[src/rtl/time_display_scan.sv]
// time_display_scan
//   Captures a binary hh:mm:ss time and converts it to six BCD digits by
//   repeated subtraction of ten.  The digits are then shown on a
//   time-multiplexed 7-segment display.
//
//   Build option: define TWELVE_HOUR_EN for a 12-hour display with a PM flag.
//   When the macro is undefined, the display shows 24-hour time and pm is 0.
//
//   Ports
//     Clk        system clock; all state updates on the rising edge
//     reset      synchronous, active-high reset
//     seconds    binary seconds, 0-59
//     minutes    binary minutes, 0-59
//     hours      binary hours, 0-23
//     sample_req request to capture and convert the current time
//     blank      forces every digit enable low
//     busy       high while a capture is being converted
//     done       one-cycle pulse when new digits reach the display registers
//     range_err  one-cycle pulse when a capture is rejected as out of range
//     seg        active-high segments {g,f,e,d,c,b,a} of the enabled digit
//     dig_en     one-hot digit enable; bit0 = seconds ones, bit5 = hours tens
//     pm         PM indicator (12-hour build only)
module time_display_scan #(
  parameter int SCAN_DIV = 1000
) (
  input  logic       Clk,
  input  logic       reset,
  input  logic [5:0] seconds,
  input  logic [5:0] minutes,
  input  logic [5:0] hours,
  input  logic       sample_req,
  input  logic       blank,
  output logic       busy,
  output logic       done,
  output logic       range_err,
  output logic [6:0] seg,
  output logic [5:0] dig_en,
  output logic       pm
);

  localparam int                PRE_W   = $clog2(SCAN_DIV);
  localparam logic [PRE_W-1:0] PRE_MAX = PRE_W'(SCAN_DIV - 1);

  typedef enum logic [1:0] {
    IDLE = 2'd0,
    CONV = 2'd1,
    LOAD = 2'd2
  } state_t;

  state_t           state_r, state_s;
  logic [5:0]       sec_rem_r, min_rem_r, hr_rem_r;
  logic [2:0]       sec_tens_r, min_tens_r, hr_tens_r;
  logic [3:0]       disp_r [6];
  logic [PRE_W-1:0] pre_r;
  logic [2:0]       idx_r;
  logic [3:0]       cur_digit_s;
  logic             legal_s, accept_s, reject_s, all_small_s;
`ifdef TWELVE_HOUR_EN
  logic             pm_cap_r;
`endif

  // Hour mapping applied at capture (identity in the 24-hour build)
  function automatic logic [5:0] map_hours(input logic [5:0] h);
    logic [5:0] r;
`ifdef TWELVE_HOUR_EN
    if (h == 6'd0) begin
      r = 6'd12;
    end else if (h > 6'd12) begin
      r = h - 6'd12;
    end else begin
      r = h;
    end
`else
    r = h;
`endif
    return r;
  endfunction

  // BCD to active-high {g,f,e,d,c,b,a}; non-decimal codes are dark
  function automatic logic [6:0] seg_decode(input logic [3:0] d);
    logic [6:0] s;
    case (d)
      4'd0:    s = 7'b0111111;
      4'd1:    s = 7'b0000110;
      4'd2:    s = 7'b1011011;
      4'd3:    s = 7'b1001111;
      4'd4:    s = 7'b1100110;
      4'd5:    s = 7'b1101101;
      4'd6:    s = 7'b1111101;
      4'd7:    s = 7'b0000111;
      4'd8:    s = 7'b1111111;
      4'd9:    s = 7'b1101111;
      default: s = 7'b0000000;
    endcase
    return s;
  endfunction

  // Legality is always judged on the raw hours input, before mapping
  assign legal_s     = (seconds <= 6'd59) && (minutes <= 6'd59) && (hours <= 6'd23);
  assign accept_s    = (state_r == IDLE) && sample_req && legal_s;
  assign reject_s    = (state_r == IDLE) && sample_req && !legal_s;
  assign all_small_s = (sec_rem_r < 6'd10) && (min_rem_r < 6'd10) && (hr_rem_r < 6'd10);

  // Next-state logic
  always_comb begin
    state_s = state_r;
    case (state_r)
      IDLE: begin
        if (accept_s) begin
          state_s = CONV;
        end else begin
          state_s = IDLE;
        end
      end
      CONV: begin
        if (all_small_s) begin
          state_s = LOAD;
        end else begin
          state_s = CONV;
        end
      end
      LOAD:    state_s = IDLE;
      default: state_s = IDLE;
    endcase
  end

  // State register and status flags; busy follows the CONV state
  always_ff @(posedge Clk) begin
    if (reset) begin
      state_r   <= IDLE;
      busy      <= 1'b0;
      done      <= 1'b0;
      range_err <= 1'b0;
    end else begin
      state_r   <= state_s;
      busy      <= (state_s == CONV);
      done      <= (state_r == LOAD);
      range_err <= reject_s;
    end
  end

  // Capture and subtract-by-ten conversion; all three fields step in parallel
  always_ff @(posedge Clk) begin
    if (reset) begin
      sec_rem_r  <= 6'd0;
      min_rem_r  <= 6'd0;
      hr_rem_r   <= 6'd0;
      sec_tens_r <= 3'd0;
      min_tens_r <= 3'd0;
      hr_tens_r  <= 3'd0;
`ifdef TWELVE_HOUR_EN
      pm_cap_r   <= 1'b0;
`endif
    end else if (accept_s) begin
      sec_rem_r  <= seconds;
      min_rem_r  <= minutes;
      hr_rem_r   <= map_hours(hours);
      sec_tens_r <= 3'd0;
      min_tens_r <= 3'd0;
      hr_tens_r  <= 3'd0;
`ifdef TWELVE_HOUR_EN
      pm_cap_r   <= (hours >= 6'd12);
`endif
    end else if ((state_r == CONV) && !all_small_s) begin
      if (sec_rem_r >= 6'd10) begin
        sec_rem_r  <= sec_rem_r - 6'd10;
        sec_tens_r <= sec_tens_r + 3'd1;
      end
      if (min_rem_r >= 6'd10) begin
        min_rem_r  <= min_rem_r - 6'd10;
        min_tens_r <= min_tens_r + 3'd1;
      end
      if (hr_rem_r >= 6'd10) begin
        hr_rem_r  <= hr_rem_r - 6'd10;
        hr_tens_r <= hr_tens_r + 3'd1;
      end
    end
  end

  // Display registers and PM flag change only on the LOAD edge
  always_ff @(posedge Clk) begin
    if (reset) begin
      for (int i = 0; i < 6; i++) begin
        disp_r[i] <= 4'd0;
      end
      pm <= 1'b0;
    end else if (state_r == LOAD) begin
      disp_r[0] <= sec_rem_r[3:0];
      disp_r[1] <= {1'b0, sec_tens_r};
      disp_r[2] <= min_rem_r[3:0];
      disp_r[3] <= {1'b0, min_tens_r};
      disp_r[4] <= hr_rem_r[3:0];
      disp_r[5] <= {1'b0, hr_tens_r};
`ifdef TWELVE_HOUR_EN
      pm        <= pm_cap_r;
`else
      pm        <= 1'b0;
`endif
    end
  end

  // Scan prescaler and digit index; both keep running while blanked
  always_ff @(posedge Clk) begin
    if (reset) begin
      pre_r <= '0;
      idx_r <= 3'd0;
    end else if (pre_r == PRE_MAX) begin
      pre_r <= '0;
      if (idx_r >= 3'd5) begin
        idx_r <= 3'd0;
      end else begin
        idx_r <= idx_r + 3'd1;
      end
    end else begin
      pre_r <= pre_r + PRE_W'(1);
    end
  end

  // Digit select; seg and dig_en both derive from idx_r so they switch together
  always_comb begin
    cur_digit_s = 4'd0;
    dig_en      = 6'b000000;
    case (idx_r)
      3'd0:    cur_digit_s = disp_r[0];
      3'd1:    cur_digit_s = disp_r[1];
      3'd2:    cur_digit_s = disp_r[2];
      3'd3:    cur_digit_s = disp_r[3];
      3'd4:    cur_digit_s = disp_r[4];
      3'd5:    cur_digit_s = disp_r[5];
      default: cur_digit_s = 4'd0;
    endcase
    if (blank) begin
      dig_en = 6'b000000;
    end else begin
      dig_en = 6'b000001 << idx_r;
    end
    seg = seg_decode(cur_digit_s);
  end

endmodule

[config.mk]
export PLATFORM = sky130hd
export DESIGN_NAME = time_display_scan
export DESIGN_NICKNAME = d
export VERILOG_FILES = /design/src/rtl/time_display_scan.sv
export SDC_FILE = /design/constraint.sdc
export NUM_CORES = 1
export LEC_CHECK = 0
export BUFFER_PORTS_ARGS = -buffer_cell sky130_fd_sc_hd__buf_2
export CORE_MARGIN = 2
export CORE_UTILIZATION = 55
export DETAILED_ROUTE_END_ITERATION = 8
export PLACE_DENSITY_LB_ADDON = 0.1
export SETUP_SLACK_MARGIN = 0.05
export SLEW_MARGIN = 20
export SYNTH_ARGS = -nofsm -noshare
export SYNTH_HDL_FRONTEND = slang
export SYNTH_SLANG_ARGS = --single-unit
[constraint.sdc]
create_clock -name Clk -period 4.39 [get_ports Clk]
set_input_delay 0.878 -clock Clk [delete_from_list [all_inputs] [get_ports Clk]]
set_output_delay 0.878 -clock Clk [all_outputs]
set_load 0.01 [all_outputs]
Yosys cells after proc, flatten, opt, wreduce, memory -nomap -nowiden
Memory sizes are Yosys's and may differ from the RTL's.
Cells that the tools add are included.
- memory bits (read-only): 112
- memory bits (writable): 24
- memories: 2
- bits in registers: 45
- input port bits: 22
- output and inout port bits: 17
- word-level logic and storage cells: 98
- reductions and logical operators: 24
- mux-type cells: 26
- bitwise operators: 6
- $add $sub $neg: 8
- equal/unequal tests: 9
- shift-type cells: 1
- order comparisons: 10
- memory list (name ; words ; bits a word ; rd ports ; clocked after memory_dff ; wr ports ; RTL line ; RTL):
    (name not given) ; 16 ; 7 ; 1 ; 0 ; 0 ; 82 ; case (d)
    disp_r ; 6 ; 4 ; 6 ; 0 ; 6 ; 53 ; logic [3:0] disp_r [6];
- operator list (operator ; number):
    two-way mux 6 bit ; 10
    two-way mux 4 bit ; 6
    case mux 4 bit (6 select lines) ; 1
    greater-or-equal comparator 6 x 4 -> 1 bit, second input constant ; 3
    < comparator 6 x 4 -> 1 bit, second input constant ; 3
    subtractor 6 x 4 -> 6 bit, second input constant ; 3
    adder 3 x 1 -> 3 bit, second input constant ; 4
    less-or-equal comparator 6 bit, second input constant ; 2
    AND reduction 2 bit ; 6
    adder 10 x 1 -> 10 bit, second input constant ; 1
    == test 10 bit, second input constant ; 1
    logical AND 1 bit ; 8
    nonzero test 2 bit ; 4
    == test 3 x 2 -> 1 bit, second input constant ; 2
    == test 3 bit, second input constant ; 2
    less-or-equal comparator 6 x 5 -> 1 bit, second input constant ; 1
    two-way mux 1 bit ; 6
    bitwise OR 1 bit ; 6
    << shifter 1 x 3 -> 6 bit, first input constant ; 1
    == test 2 x 1 -> 1 bit, second input constant ; 2
    case mux 2 bit (2 select lines) ; 1
    OR reduction 2 bit ; 2
    == test 3 x 1 -> 1 bit, second input constant ; 1
    greater-or-equal comparator 3 bit, second input constant ; 1
    other kinds (6) ; 7

Depth between registers and ports, before layout
- word-level depth: 7
- depth in mapped cells: 11
- mapped depth without buffers: 10

Worst setup path after synthesis
OpenSTA, ideal clock, no wires.
- kind: register -> output
- from: reg idx_r[0]
- to: out seg[3]
- data arrival time: 2.576 ns
- buffers on the path: 0
- data required time: 3.512 ns
- setup slack: 0.936 ns
- stages on the path, launching flop included: 9
- cells stage by stage: dfxtp_1 > inv_1 > ha_1 > a222oi_1 > nor2_1 > a221oi_1 > inv_1 > ha_1 > o311ai_0
- cells in the longest elaborated chain, start to end: 3
- elaborated cells on any way between the ends: 8
- classes of those cells: eq/ne: 5; mux: 1; reduce/logical: 1; memory: 1
- RTL lines (item ; RTL line ; RTL):
    from (decl) ; 55 ; logic [2:0] idx_r;
    from (signal assigned) ; 212 ; idx_r <= idx_r + 3'd1;
    == test 3 bit (tied with other cells) ; 223 ; case (idx_r)
    case mux 4 bit (6 select lines) * ; 223 ;
    memory read (16 x 7 bit) * ; n/a ;
    to (decl) ; 36 ; output logic [6:0] seg,
Every way passes the cells marked *; elsewhere a longest branch is shown, timed or not.

Final worst setup path
Ends and elaborated chain as after synthesis.

==> flow_summary.yaml <==
status:
  outcome: "finished, final reports clean"
hold_path:
  hold_class: "reg -> reg"
  min-delay-start: "pre_r[0]"
  hold_end: "pre_r[0]"
  whs_path_depth: 1
logic_synthesis:
  synth_cells: 342
  synth_fa_ha_area_frac: 0.0688
  synth_mux_area_frac: 0.0283
  yosys.area.top_type: "dfxtp_1"
  syn_area_sq_mm: 0.00328
  synth_top_area_frac: 0.275
  ys_ff_latch: 66
  synth_edf_count: 21
  syn-num-nets: 382
  yosysUniqueCellTypes: 49
  ys_seq_area_frac: 0.468
  synth.avg_cell_area_sq_um: 9.58
  async_flop_share: 0
  yosys_most_used_dff: "dfxtp_1"
  synthTopCellsByArea: "dfxtp_1 (28%), edfxtp_1 (19%), ha_1 (6.9%)"
  synthSimpleGateAreaFrac: 0.226
  synth_compound_area_frac: 0.111
  synth_xor_area_frac: 0.0535
  synth_top_family_by_area: "simple AND/OR/NAND/NOR gates"
  ys_warn_count: 0
global_route:
  grt-ovfl-total: 0
  grt_pass1_wl_microns: 9820
  grtUsageTotal: 0.200
  antenna_found_initial: 0
  grt_pass1_vias: 2151
  grt_max_degree: 35
clock_tree:
  htree_num_levels: 3
  postCtsHoldBufs: 0
  numCtsBuffers: 9
  clk-insertion-delay-late_ns: 0.34
  cts_tree: "yes"
  cts.sink_count: 66
  cts.clk_slew.worst_paths_ns: 0.08
  cts_root_buf: "clkbuf_8"
  clk_path_buf_depth: 2
floorplanning:
  die_w_microns: 81.2
  die_height_microns: 81.2
  core_area_sq_mm: 0.00585
  io_pins: 39
  dieArea_sq_mm: 0.00659
  rows: 28
  initial_core_util: 0.560
placement:
  portBuffers: 37
  dp_hpwl_microns: 4310
  place_congestion: 0.857
timing:
  finalMaxSlewViolations: 0
  fmax_ghz: 0.264
  fin_crit_sh: 0.863
  finalSetupTns_ns: 0
  min_period_ns: 3.79
  hold_violations: 0
  skew_ns: 0.00608
  report.final.setup_viol: 0
  slew_headroom: 0.384
  rsz0062_at_grt: "no"
  tightest_slew_ns: 0.924
pwr:
  seqPwrFrac: 0.507
  p_int_w: 0.000998
  power_per_cell_area_mw_per_mm2: 359
  power_switching_w: 0.000324
  ir_drop_uv: 225
  swShare: 0.245
  pwr-share-comb: 0.089
  p_clk_frac: 0.403
  p_leak_nw: 1.46
worst_setup_path:
  critPathKind: "reg -> out"
  crit_slowest_cell: "a221oi_2"
  r2r_slack_ns: 2.43
  crit_path_max_fanout: 6
  r2r-end: "hr_rem_r[5]"
  crit_family: "compound AO/OA/AOI/OAI gates"
  crit_buf_inv: 3
  r2r_start: "state_r[0]"
  r2r_cells: 4
  cp-end-kind: "primary output"
  slowest_delay_ns: 0.40
  critPathLaunchType: "register"
  worstPathArrival_ns: 2.91
  cp.required_ns: 3.51
  crit_chain: "inv_1 > ha_1 > a222oi_1 > nor2_1 > a221oi_2 > inv_1 > ha_1 > o311ai_0 > buf_2"
routing:
  dr.pass1.iters: 5
  vias: 2409
  avgViaCountPerCell: 5.31
  routedWlPerCell_microns: 13.3
  ant_nets: 0
  route.detailed.drc: 0
  drt_iter0_drc: 120
  wirelength_microns: 6020
final_layout:
  nFillCells: 493
  postLayoutCoreUtil: 0.630
  nets: 414
  mostFrequentLayoutCells: "dfxtp_1 (45), nor2_1 (38), buf_2 (37), nand2_1 (33), edfxtp_1 (21)"
  antenna_cells: 0
  mostFrequentLayoutCell: "dfxtp_1"
  syn_to_final_growth_pct: 12.5
  drive_above_1_share: 0.164
run:
  maxCapViolations: 0
-- cells by family after synthesis --
kind of cell / count (synthesis)
AO/OA/AOI/OAI: 52
XOR/XNOR: 20
adder cells (fa/ha/maj): 18
buffers and inverters: 31
flip-flops: 66
multiplexers: 9
other: 1
AND/OR/NAND/NOR: 145
-- state kept, by name (all words and copies together), names as in the netlist --
signal      cells
disp_r         21
pre_r          10
hr_rem_r        6
min_rem_r       6
sec_rem_r       6
hr_tens_r       3
idx_r           3
min_tens_r      3
sec_tens_r      3
state_r         2
busy            1
done            1
range_err       1
-- Yosys cell counts, types with 3 or more instances --
library cell,number
a211oi_1,6
a21oi_1,13
a222oi_1,3
a311oi_1,4
and2_1,20
buf_2,6
clkbuf_1,7
dfxtp_1,45
edfxtp_1,21
ha_1,18
inv_1,15
mux2i_1,7
nand2_1,33
nand2b_1,5
nand3_1,5
nand4_1,6
nand4b_1,3
nor2_1,38
nor2b_1,5
nor3_1,12
nor3b_1,3
o211ai_1,3
o21ai_0,7
or3_1,4
xnor2_1,10
xor2_1,10
-- power by group through the flow --
stage | clock [W] | combinational (W) | sequential [W]
CTS | 0.000548 | 0.000119 | 0.000671
global placement | 0 | 0.000116 | 0.000684
detailed placement | 0 | 0.000118 | 0.000685
finish | 0.000533 | 0.000118 | 0.000671
global route | 0.000576 | 0.000135 | 0.000674
floorplan | 0 | 0.0000890 | 0.000679
-- stage by stage --
step	cell area (sq um)	instances	hold WS (ns)	worst slack, ns	power (W)
after detailed placement	3470	438	0.441	0.734	0.000803
after global placement	3470	438	0.436	0.826	0.000800
after global routing	3690	454	0.474	0.337	0.00139
final	3690	454	0.452	0.600	0.00132
after CTS	3680	454	0.459	0.334	0.00134
after floorplan	3280	342	0.418	0.936	0.000768
-- layer usage --
metal / part of all wire / wire (microns) / global-route usage / vias to the layer above
met3: 0.041 / 248 / 0.0644 / 5
met1: 0.47 / 2840 / 0.253 / 1092
met2: 0.48 / 2880 / 0.327 / 49
met5: 0 / 0 / 0 / -
met4: 0.0090 / 54 / 0.0576 / 0
li1: - / - / - / 1263
-- cell type report --
| cell class | instances | area (sq um) | share of cell area |
|---|---|---|---|
| Tap cell | 75 | 93.8 | 0.0255 |
| Clock inverter | 6 | 62.6 | 0.0170 |
| Multi-Input combinational cell | 245 | 1610 | 0.436 |
| Inverter | 15 | 56.3 | 0.0153 |
| Clock buffer | 10 | 149 | 0.0404 |
| Sequential cell | 66 | 1530 | 0.415 |
| Timing Repair Buffer | 37 | 185 | 0.0502 |
-- timing repair --
| action | CTS | global route |
|---|---|---|
| setup endpoints to repair | 0 | 1 |
| setup buffers | 0 | 0 |
| hold endpoints to repair | 0 | 0 |
| gates resized for setup | 0 | 1 |
-- worst max path at each step --
stage | from | to | cells past startpoint
after floorplan | idx_r[0] | seg[3] | 8
after global placement | idx_r[0] | seg[3] | 9
after detailed placement | idx_r[0] | seg[3] | 9
after CTS | idx_r[0] | seg[3] | 9
after global routing | idx_r[0] | seg[3] | 9
final | idx_r[0] | seg[3] | 9
-- worst register-to-register path: stages, from the launching register on --
cell	delay [ns]
dfxtp_1	0.42
nand2b_1	0.17
or3_1	0.72
nand2b_1	0.40
nor2_1	0.18
Note: power is estimated with default switching activity, not from simulation.
